<file path="config.mk">
export PLATFORM = sky130hd
export DESIGN_NAME = fwd_scoreboard
export DESIGN_NICKNAME = d
export VERILOG_FILES = /design/src/rtl/fwd_scoreboard_pkg.sv /design/src/rtl/fwd_scoreboard_port_sel.sv /design/src/rtl/fwd_scoreboard.sv
export SDC_FILE = /design/constraint.sdc
export NUM_CORES = 1
export LEC_CHECK = 0
export BUFFER_PORTS_ARGS = -buffer_cell sky130_fd_sc_hd__buf_2
export CAP_MARGIN = 20
export CORE_ASPECT_RATIO = 0.9
export CORE_MARGIN = 3
export CORE_UTILIZATION = 25
export CTS_CLUSTER_DIAMETER = 30
export DETAILED_ROUTE_END_ITERATION = 6
export HOLD_SLACK_MARGIN = 0.08
export MAX_ROUTING_LAYER = met4
export SYNTH_ARGS = -nofsm -noshare
export SYNTH_HDL_FRONTEND = slang
export SYNTH_SLANG_ARGS = --single-unit
export TNS_END_PERCENT = 10
</file>
<file path="constraint.sdc">
create_clock -name clk -period 3 [get_ports clk]
set_input_delay 0.3 -clock clk [delete_from_list [all_inputs] [get_ports clk]]
set_output_delay 0.3 -clock clk [all_outputs]
set_load 0.02 [all_outputs]
</file>
<file path="src/rtl/fwd_scoreboard_pkg.sv">
// Shared types and defaults for the operand forwarding scoreboard.
package pipes;

  // Default parameter values for the scoreboard.
  localparam int NREAD_DEF  = 2;
  localparam int NSTAGE_DEF = 3;
  localparam int LAT_W_DEF  = 4;

  // Architectural register index; register 0 is hard-wired zero.
  localparam int CREG_W = 5;
  typedef logic [CREG_W-1:0] creg_addr_t;

  // Operand source select: 0 = regfile, k = stage k-1, NSTAGE+1 = multi-cycle unit.
  // Three bits cover up to six producer stages.
  localparam int FWD_SEL_W = 3;
  typedef logic [FWD_SEL_W-1:0] fwd_sel_t;

  localparam fwd_sel_t FWD_REGFILE = fwd_sel_t'(0);
  localparam fwd_sel_t FWD_MC      = fwd_sel_t'(NSTAGE_DEF + 1);

endpackage : pipes

</file>
<file path="src/rtl/fwd_scoreboard_port_sel.sv">
// Per-read-port forwarding priority select and data-hazard detection.
module fwd_port_sel
  import pipes::*;
#(
  parameter int       NSTAGE = NSTAGE_DEF,
  parameter fwd_sel_t SEL_MC = FWD_MC
) (
  input  creg_addr_t        ra,
  input  logic              ra_valid,
  input  logic [NSTAGE-1:0] st_valid,
  input  logic [NSTAGE-1:0] st_wen,
  input  creg_addr_t        st_dst [NSTAGE],
  input  logic [NSTAGE-1:0] st_ready,
  input  logic              mc_done,
  input  logic              mc_busy,
  input  creg_addr_t        mc_dst,
  output fwd_sel_t          sel,
  output logic              stall
);

  logic     hit;
  logic     hit_ready;
  fwd_sel_t hit_sel;

  // Youngest matching stage wins: scan oldest to youngest so later writes override.
  always_comb begin
    // NOTE: every signal assigned in a combinational block gets a default up front,
    // otherwise paths that skip an assignment infer a latch.
    hit       = 1'b0;
    hit_ready = 1'b0;
    hit_sel   = FWD_REGFILE;
    for (int s = NSTAGE - 1; s >= 0; s--) begin
      if (st_valid[s] && st_wen[s] && (st_dst[s] != '0) && (st_dst[s] == ra)) begin
        hit       = 1'b1;
        hit_ready = st_ready[s];
        hit_sel   = fwd_sel_t'(s + 1);
      end
    end
  end

  // Resolve the operand source; pipeline stages take precedence over the multi-cycle unit.
  always_comb begin
    sel   = FWD_REGFILE;
    stall = 1'b0;
    if (ra_valid && (ra != '0)) begin
      if (hit) begin
        sel   = hit_sel;
        stall = !hit_ready;
      end else if (mc_done && (mc_dst == ra)) begin
        sel = SEL_MC;
      end else if (mc_busy && (mc_dst == ra)) begin
        stall = 1'b1;
      end
    end
  end

endmodule : fwd_port_sel

</file>
<file path="src/rtl/fwd_scoreboard.sv">
// Operand forwarding scoreboard: per-port bypass select, issue stall,
// and tracking of a single outstanding multi-cycle (mul/div) operation.
module fwd_scoreboard
  import pipes::*;
#(
  parameter int NREAD  = NREAD_DEF,
  parameter int NSTAGE = NSTAGE_DEF,
  parameter int LAT_W  = LAT_W_DEF
) (
  input  logic              clk,
  input  logic              reset,
  input  creg_addr_t        ra       [NREAD],
  input  logic [NREAD-1:0]  ra_valid,
  input  logic [NSTAGE-1:0] st_valid,
  input  logic [NSTAGE-1:0] st_wen,
  input  creg_addr_t        st_dst   [NSTAGE],
  input  logic [NSTAGE-1:0] st_ready,
  input  logic              mc_issue,
  input  creg_addr_t        mc_dst,
  input  logic [LAT_W-1:0]  mc_lat,
  input  logic              flush,
  output fwd_sel_t          fwd_sel  [NREAD],
  output logic              stall,
  output logic              mc_busy,
  output logic              mc_done,
  output creg_addr_t        mc_wdst,
  output logic [31:0]       stall_cnt
);

  localparam fwd_sel_t SEL_MC = fwd_sel_t'(NSTAGE + 1);

  logic             busy_q, busy_d;
  logic [LAT_W-1:0] cnt_q, cnt_d;
  creg_addr_t       dst_q, dst_d;
  logic [31:0]      stall_cnt_q, stall_cnt_d;

  logic [NREAD-1:0] port_stall;
  logic             struct_hz;
  logic             issue_ok;

  assign mc_busy   = busy_q;
  assign mc_wdst   = dst_q;
  assign stall_cnt = stall_cnt_q;

  // Result completes while the counter sits at 1; a flush in that cycle kills it.
  assign mc_done   = busy_q && (cnt_q == LAT_W'(1)) && !flush;
  assign struct_hz = mc_issue && busy_q && !mc_done;
  assign stall     = (|port_stall) || struct_hz;
  // Back-to-back issue is allowed in the completion cycle.
  assign issue_ok  = mc_issue && (!busy_q || mc_done) && !stall && !flush;

  for (genvar p = 0; p < NREAD; p++) begin : g_port
    fwd_port_sel #(
      .NSTAGE (NSTAGE),
      .SEL_MC (SEL_MC)
    ) u_sel (
      .ra       (ra[p]),
      .ra_valid (ra_valid[p]),
      .st_valid (st_valid),
      .st_wen   (st_wen),
      .st_dst   (st_dst),
      .st_ready (st_ready),
      .mc_done  (mc_done),
      .mc_busy  (busy_q),
      .mc_dst   (dst_q),
      .sel      (fwd_sel[p]),
      .stall    (port_stall[p])
    );
  end

  // Next-state for the multi-cycle tracker and the stall counter.
  always_comb begin
    busy_d = busy_q;
    cnt_d  = cnt_q;
    dst_d  = dst_q;
    if (flush) begin
      busy_d = 1'b0;
      cnt_d  = '0;
    end else if (issue_ok) begin
      busy_d = 1'b1;
      cnt_d  = (mc_lat == '0) ? LAT_W'(1) : mc_lat;
      dst_d  = mc_dst;
    end else if (busy_q) begin
      cnt_d = cnt_q - LAT_W'(1);
      if (cnt_q == LAT_W'(1)) busy_d = 1'b0;
    end
    stall_cnt_d = (stall && (stall_cnt_q != 32'hFFFF_FFFF)) ? stall_cnt_q + 32'd1 : stall_cnt_q;
  end

  // State registers, cleared asynchronously so reset abandons any in-flight op.
  always_ff @(posedge clk or negedge reset) begin
    if (!reset) begin
      busy_q      <= 1'b0;
      cnt_q       <= '0;
      dst_q       <= '0;
      stall_cnt_q <= '0;
    end else begin
      // NOTE: sequential state uses non-blocking assignment so every flop samples
      // pre-edge values regardless of statement order.
      busy_q      <= busy_d;
      cnt_q       <= cnt_d;
      dst_q       <= dst_d;
      stall_cnt_q <= stall_cnt_d;
    end
  end

endmodule : fwd_scoreboard
</file>
---- Yosys cells after proc, flatten, opt, wreduce, memory -nomap -nowiden ----
Cells that the tools add are included.
storage, ports and cells
  output and inout port bits .............. 46
  flip-flop bits (word level) ............. 42
cells by class
  reductions and logical operators ........ 43
  muxes and demuxes ....................... 40
  equal/unequal tests ..................... 10
  bitwise operators ....................... 1
  add/sub/neg operators ................... 2
operator list
  operator                                                               count
  5-bit equality test                                                    8
  32-bit by 1-bit adder with 32-bit output, second input constant        1
  32-bit inequality test, second input constant                          1
  1-bit logical AND                                                      26
  5-bit nonzero test                                                     5
  1-bit two-way mux                                                      24
  3-bit two-way mux                                                      6
  4-bit two-way mux                                                      4
  2-bit two-way mux                                                      6
  1-bit logical NOT                                                      6
  4-bit by 1-bit equality test with 1-bit output, second input constant  1
  4-bit logical NOT                                                      1
  4-bit by 1-bit subtractor with 4-bit output, second input constant     1
  3-bit nonzero test                                                     1
  1-bit logical OR                                                       2
  2-bit AND reduction                                                    1
  2-bit OR reduction                                                     1
  1-bit NOT                                                              1

---- Depth between registers and ports, before layout ----
  depth in word-level cells ............... 16
  depth in mapped cells ................... 11
  mapped depth without buffers ............ 10

---- Hierarchy ----
A second synthesis with hierarchy kept.
unflattened totals
  cell total of the unflattened synthesis .. 315
  area total of the unflattened synthesis .. 2,982.9 um^2
modules (own cells, without submodules)
  module          area an instance (um^2)  cells an instance  sequential area each (um^2)  times used
  fwd_scoreboard  2,132.0                  201                1,051.0                      1
  fwd_port_sel    425.4                    57                 0.0                          2

---- Worst setup path after synthesis ----
Ideal clock, no wire load.
  kind .................................... reg-to-reg
  start ................................... reg cnt_q[1]
  end ..................................... reg cnt_q[1]
  data required time ...................... 2.872 ns
  stages on the path, launching flop included .. 12
  period minus slack after synthesis ...... 2.678 ns
  library setup time ...................... 0.128 ns
  setup slack ............................. 0.322 ns
  arrival ................................. 2.550 ns
  path buffers ............................ 1
  cell sequence ........................... dfrtp_1 > inv_1 > ha_1 > or3b_2 > o2111ai_1 > nor4_1 > a211o_1 > a21o_1 > nor2_1 > and4bb_1 > buf_2 > mux2_1
between the ends
  cells in the longest elaborated chain, start to end .. 14
  elaborated cells on any way between the ends .. 25
  those cells by class .................... add/sub: 1; eq/ne: 1; mux: 9; reduce/logical: 14
RTL lines
  what                                            RTL line                       source
  start: declaration                              fwd_scoreboard.sv:33           logic [LAT_W-1:0] cnt_q, cnt_d;
  start signal: assignment                        fwd_scoreboard.sv:101          cnt_q <= cnt_d;
  4-bit by 1-bit equality test with 1-bit output  fwd_scoreboard.sv:46           assign mc_done = busy_q && (cnt_q == LAT_W'(1)) && !flush;
  1-bit logical AND (2 in series)                 fwd_scoreboard.sv:46
  1-bit logical AND                               fwd_scoreboard_port_sel.sv:49  end else if (mc_done && (mc_dst == ra)) begin
  1-bit two-way mux                               fwd_scoreboard_port_sel.sv:49
  1-bit two-way mux                               fwd_scoreboard_port_sel.sv:46  if (hit) begin
  1-bit two-way mux                               fwd_scoreboard_port_sel.sv:45  if (ra_valid && (ra != '0)) begin
  2-bit OR reduction                              fwd_scoreboard.sv:48           assign stall = (|port_stall) || struct_hz;
  1-bit logical OR                                fwd_scoreboard.sv:48
  1-bit logical NOT                               fwd_scoreboard.sv:50           assign issue_ok = mc_issue && (!busy_q || mc_done) && !stall && !flush;
  1-bit logical AND (2 in series)                 fwd_scoreboard.sv:50
  4-bit two-way mux                               fwd_scoreboard.sv:79           end else if (issue_ok) begin
  4-bit two-way mux                               fwd_scoreboard.sv:76           if (flush) begin
Several ways; a longest one is shown, not always the timed one. The select of a mux whose other input is x is not followed.
A chain may end at the register's enable or synchronous reset.

---- Worst setup path in the final report ----
  start ................................... reg cnt_q[1]
  end ..................................... out stall
between the ends
  cells in the longest elaborated chain, start to end .. 9
  elaborated cells on any way between the ends .. 15
  those cells by class .................... eq/ne: 1; mux: 6; reduce/logical: 8
RTL lines
  what                                                RTL line                       source
  4-bit by 1-bit equality test with 1-bit output (*)  fwd_scoreboard.sv:46
  1-bit logical AND (*) (2 in series)                 fwd_scoreboard.sv:46
  1-bit logical AND                                   fwd_scoreboard_port_sel.sv:49
  1-bit two-way mux                                   fwd_scoreboard_port_sel.sv:49
  1-bit two-way mux                                   fwd_scoreboard_port_sel.sv:46
  1-bit two-way mux                                   fwd_scoreboard_port_sel.sv:45
  2-bit OR reduction                                  fwd_scoreboard.sv:48
  1-bit logical OR (*)                                fwd_scoreboard.sv:48
  end: declaration                                    fwd_scoreboard.sv:23           output logic stall,
Every way passes the cells marked *; elsewhere a longest branch is shown, timed or not.

==> summary by stage <==
CTS
The number of H-tree levels is 2. The library cell used as clock root buffer is sky130_fd_sc_hd__clkbuf_16. The number of sinks driven by the clock tree is 42.

The clock slew at the register clock pins of the worst setup and hold paths is roughly 0.07 ns. The clock tree from TritonCTS is built. The clock reaches the later pin of the worst-skew pair after slightly below 0.3 ns. Post-CTS timing repair inserted 0 buffers for setup.

The maximum buffer depth of the clock tree is 2. Clock tree synthesis inserted a total of 5 buffers.

Die
The number of placement rows is 36. From bottom edge to top edge, the die measures about 110 um. The number of top-level pins is 95. Measured along the x axis, the die boundary spans ~120 um. For this configuration, the core starts out at a cell density of 0.2587. The full die area is ~13000 um^2. The total area inside the core boundary comes to 10950 um^2.

Synth
The synthesized-area fraction occupied by adder cells is 0.01326. The mapped netlist covers 2831 um^2. The library cell with the highest instance count after synthesis is sky130_fd_sc_hd__xor2_1. The Yosys step of the flow raised 0 warnings. The number of synthesized flops with an enable pin is 0.

The share of the synthesized area in compound gates (AO/OA/AOI/OAI) was 0.05259. The area share of and/or/nand/nor cells after synthesis is 0.2457. After synthesis, the cell types taking the most area are sky130_fd_sc_hd__dfrtp_1, sky130_fd_sc_hd__xor2_1, sky130_fd_sc_hd__xnor2_1. Of the post-synthesis cell area, the part taken by muxes is 0.04463. In this run the mean area of a mapped cell was between 9 and 10 um^2.

For this run, asynchronously set or reset flops after synthesis account for 1.000. The number of cells produced by synthesis is ~310. Of the post-synthesis cell area, the dominant cell type holds 0.3712. The top cell type by total area after synthesis is sky130_fd_sc_hd__dfrtp_1.

The sequential cell area fraction in the yosys report is 0.3712. The synthesized netlist contains 45 unique library cells. The synthesized-area fraction occupied by xor and xnor cells is 0.2289.

In the synthesized netlist, the cells that appear most often are sky130_fd_sc_hd__xor2_1, sky130_fd_sc_hd__dfrtp_1, sky130_fd_sc_hd__xnor2_1, sky130_fd_sc_hd__nor2_1, sky130_fd_sc_hd__nand3_1. The most common flop cell mapped by yosys is sky130_fd_sc_hd__dfrtp_1. The main combinational cell family by area after synthesis is simple AND/OR/NAND/NOR gates. After synthesis the netlist holds a flip-flop and latch count of 42. When the netlist entered floorplanning its net count stood at 359.

Placed design
Routability-driven placement finished with a final weighted congestion of 0.8655. The post-place setup slack is ~0.015 ns. The number of placed instances, taps included is 540. Buffers placed on the I/O ports in this run total 94. The half-perimeter wire length after placement is approximately 6200 um.

Critical path
At the worst endpoint, the arrival time is approximately 2.5 ns. The master of the slowest instance on the critical path is sky130_fd_sc_hd__or3b_4. The gate family responsible for the most delay along the worst path is compound AO/OA/AOI/OAI gates. The startpoint-to-endpoint class of the critical path is reg -> out. The worst setup path is captured at an output pin. The worst setup path is launched from a register. Traced cell by cell, the critical path runs through inv_1 -> ha_1 -> or3b_4 -> o2111ai_1 -> nor4_1 -> a211o_1 -> a21o_1 -> nor2_1 -> buf_4 -> inv_1 -> buf_2. Along the worst path, the maximum fanout reaches 4. The cell with the most instances on the worst path is sky130_fd_sc_hd__inv_1. For the worst setup path, the data required time is roughly 2.7 ns. The critical path contains buffers and inverters numbering 4 combined. In this design, the stage delay of the slowest critical-path cell is 0.40 ns.

Timing
The number of max-slew violations in the final report was 0. The number of failing setup endpoints in the final timing report is 0. The total count of hold-check failures in the final report is 0.

After layout, the worst setup slack is 0.2250 ns. The aggregate negative setup slack is 0 ns. The transition time at the pin with the least slew margin is around 0.97 ns.

The final clock period utilization by the worst path is 0.9250. Derived from the worst setup path, the maximum achievable clock frequency is 0.3604 GHz. The clock period minus final worst setup slack is ~2.8 ns. Setup repair after global routing left no endpoint under its margin.

The setup clock skew after layout is 0.007882 ns. The worst pin sits at a relative slew slack of 0.3528.

Global routing
The total overflow left after global routing is 0. The pin count of the biggest net entering global routing is 43. The number of antenna violations at the first check in global routing was 0.

The via count of the first global-routing pass is 2386. The wire length of the first global-routing pass is 12480 um. In the global route stage, overall resource usage came out at 0.1247.

Detailed routing
Once detail routing completed, the nets flagged for antenna violations numbered 0. For this run, the detailed router's first-pass iteration total came to 4. After detailed routing, the number of vias per cell comes to between 4 and 5. For this run, design rule violations remaining after detail routing come to 0.

For this block, the initial DRC count from the detailed router was between 100 and 150. Across all layers, the routed design uses around 2500 vias. The routed length per placed instance is between 10 and 15 um. After detailed routing, the total wire length is just under 8000 um.

Finish
The final instance count without filler cells is roughly 550. The number of antenna diodes in the final layout is 0. After the last flow step, the layout net total stands at about 450. Compared with the post-synthesis result, the final layout area differs by 27.71%. The filler cell count in the final layout is about 1200. In the final layout, the share of cells above drive strength 1 is 0.2955.

Power and ir drop
VDD sags by at most about 0.35 mV. The total power divided by cell area is 458.0 nW/um^2. In this run the static leakage power is 1.763 nW.

Worst hold path
The path class of the tightest hold or removal check is in -> async.

Flow run
Max-cap violations in this run came to 0.

Run status
The flow ran to the end, and the final reports show no timing, DRC or antenna violations.
-- per-stage QoR --
stage | power [mW] | hold slack (ns) | instance area (um^2) | utilization
after floorplan | 0.9518 | 0.004409 | 2831 | -
after global routing | 1.748 | 0.2340 | 3616 | 0.3304
final | 1.656 | 0.1661 | 3616 | 0.3304
after global placement | 1.101 | 0.4698 | 3463 | 0.3164
after CTS | 1.674 | 0.2055 | 3613 | 0.3301
after detailed placement | 1.111 | 0.4767 | 3463 | 0.3164
-- registers in the layout, indices dropped and copies added, names as in the netlist --
register   flops
cnt_q          4
stall_cnt     32
mc_busy        1
mc_wdst        5
-- cell families (layout without fill, tap and decap cells) --
group           Yosys count  count (layout)
flops                    42              42
fa+ha+maj                 3               3
mux                      11              11
simple gates            127             127
buf+inv                  30             119
compound gates           20              20
xor+xnor                 74              74
-- area by class of cell --
cell class | count | area, um^2 | share of cell area
clock buffers | 5 | 125.1 | 0.03460
repair buffers | 98 | 513.0 | 0.1419
multi-input cells | 235 | 1663 | 0.4599
flip-flops and latches | 42 | 1051 | 0.2907
inverters | 13 | 48.80 | 0.01349
clock inverters | 3 | 25.02 | 0.006920
well taps | 152 | 190.2 | 0.05260
-- layer usage --
metal | wire, um | vias to the layer above | track usage
li1 | - | 1239 | -
met1 | 3505 | 1239 | 0.1559
met2 | 4049 | 52 | 0.2138
met3 | 335 | 5 | 0.02215
met4 | 48 | 0 | 0.02510
met5 | 0 | - | -
-- worst reg2reg max path: cells and delay by family (launching register included) --
family,cells,cell delay (ns)
flops,1,0.39
simple gates,4,1.00
compound gates,3,0.68
mux,1,0.35
fa+ha+maj,1,0.14
buf+inv,1,0.08
-- path summary, 6_finish.rpt --
check,to,slack [ns],startpoint,cells past startpoint
setup / recovery,stall,0.23,cnt_q[1],11
hold / removal,stall_cnt[24],0.17,reset,1
setup reg to reg,cnt_q[2],0.24,cnt_q[1],10
hold reg to reg,stall_cnt[13],0.48,stall_cnt[13],1
max in group asynchronous,mc_wdst[2],2.22,reset,1
min in group clk,mc_wdst[0],0.23,mc_dst[0],2
-- report_power, final --
part	internal (mW)	total, mW	switching [mW]	leakage [nW]
Combinational	0.178	0.413	0.234	1.15
Sequential	0.620	0.687	0.0670	0.544
Clock	0.313	0.556	0.243	0.0704
Total	1.11	1.66	0.544	1.76
-- cell usage in the layout, fill, tap and decap left out, types with 2 or more instances in the layout --
master / synthesis / final
sky130_fd_sc_hd__a21oi_1: 3 / 3
sky130_fd_sc_hd__and2_1: 2 / 2
sky130_fd_sc_hd__and3_1: 4 / 4
sky130_fd_sc_hd__and4_1: 2 / 2
sky130_fd_sc_hd__buf_2: 3 / 94
sky130_fd_sc_hd__buf_4: 0 / 3
sky130_fd_sc_hd__clkbuf_16: 0 / 5
sky130_fd_sc_hd__dfrtp_1: 42 / 42
sky130_fd_sc_hd__ha_1: 3 / 3
sky130_fd_sc_hd__inv_1: 13 / 13
sky130_fd_sc_hd__mux2_1: 8 / 8
sky130_fd_sc_hd__nand2_1: 15 / 15
sky130_fd_sc_hd__nand2b_1: 5 / 5
sky130_fd_sc_hd__nand3_1: 22 / 22
sky130_fd_sc_hd__nand4_1: 4 / 4
sky130_fd_sc_hd__nor2_1: 25 / 25
sky130_fd_sc_hd__nor3_1: 15 / 15
sky130_fd_sc_hd__nor4_1: 14 / 14
sky130_fd_sc_hd__nor4_2: 2 / 2
sky130_fd_sc_hd__nor4b_1: 2 / 2
sky130_fd_sc_hd__o211ai_1: 2 / 2
sky130_fd_sc_hd__o21ai_0: 3 / 3
sky130_fd_sc_hd__o21bai_1: 2 / 2
sky130_fd_sc_hd__or3_1: 2 / 2
sky130_fd_sc_hd__or4_1: 8 / 8
sky130_fd_sc_hd__xnor2_1: 30 / 30
sky130_fd_sc_hd__xor2_1: 44 / 44
-- repair_timing --
item	CTS	global route
hold buffers	0	0
cloned	0	0
resized for setup	1	1
setup endpoints to repair	3	9
No activity file was read; power rests on OpenSTA's default activity.
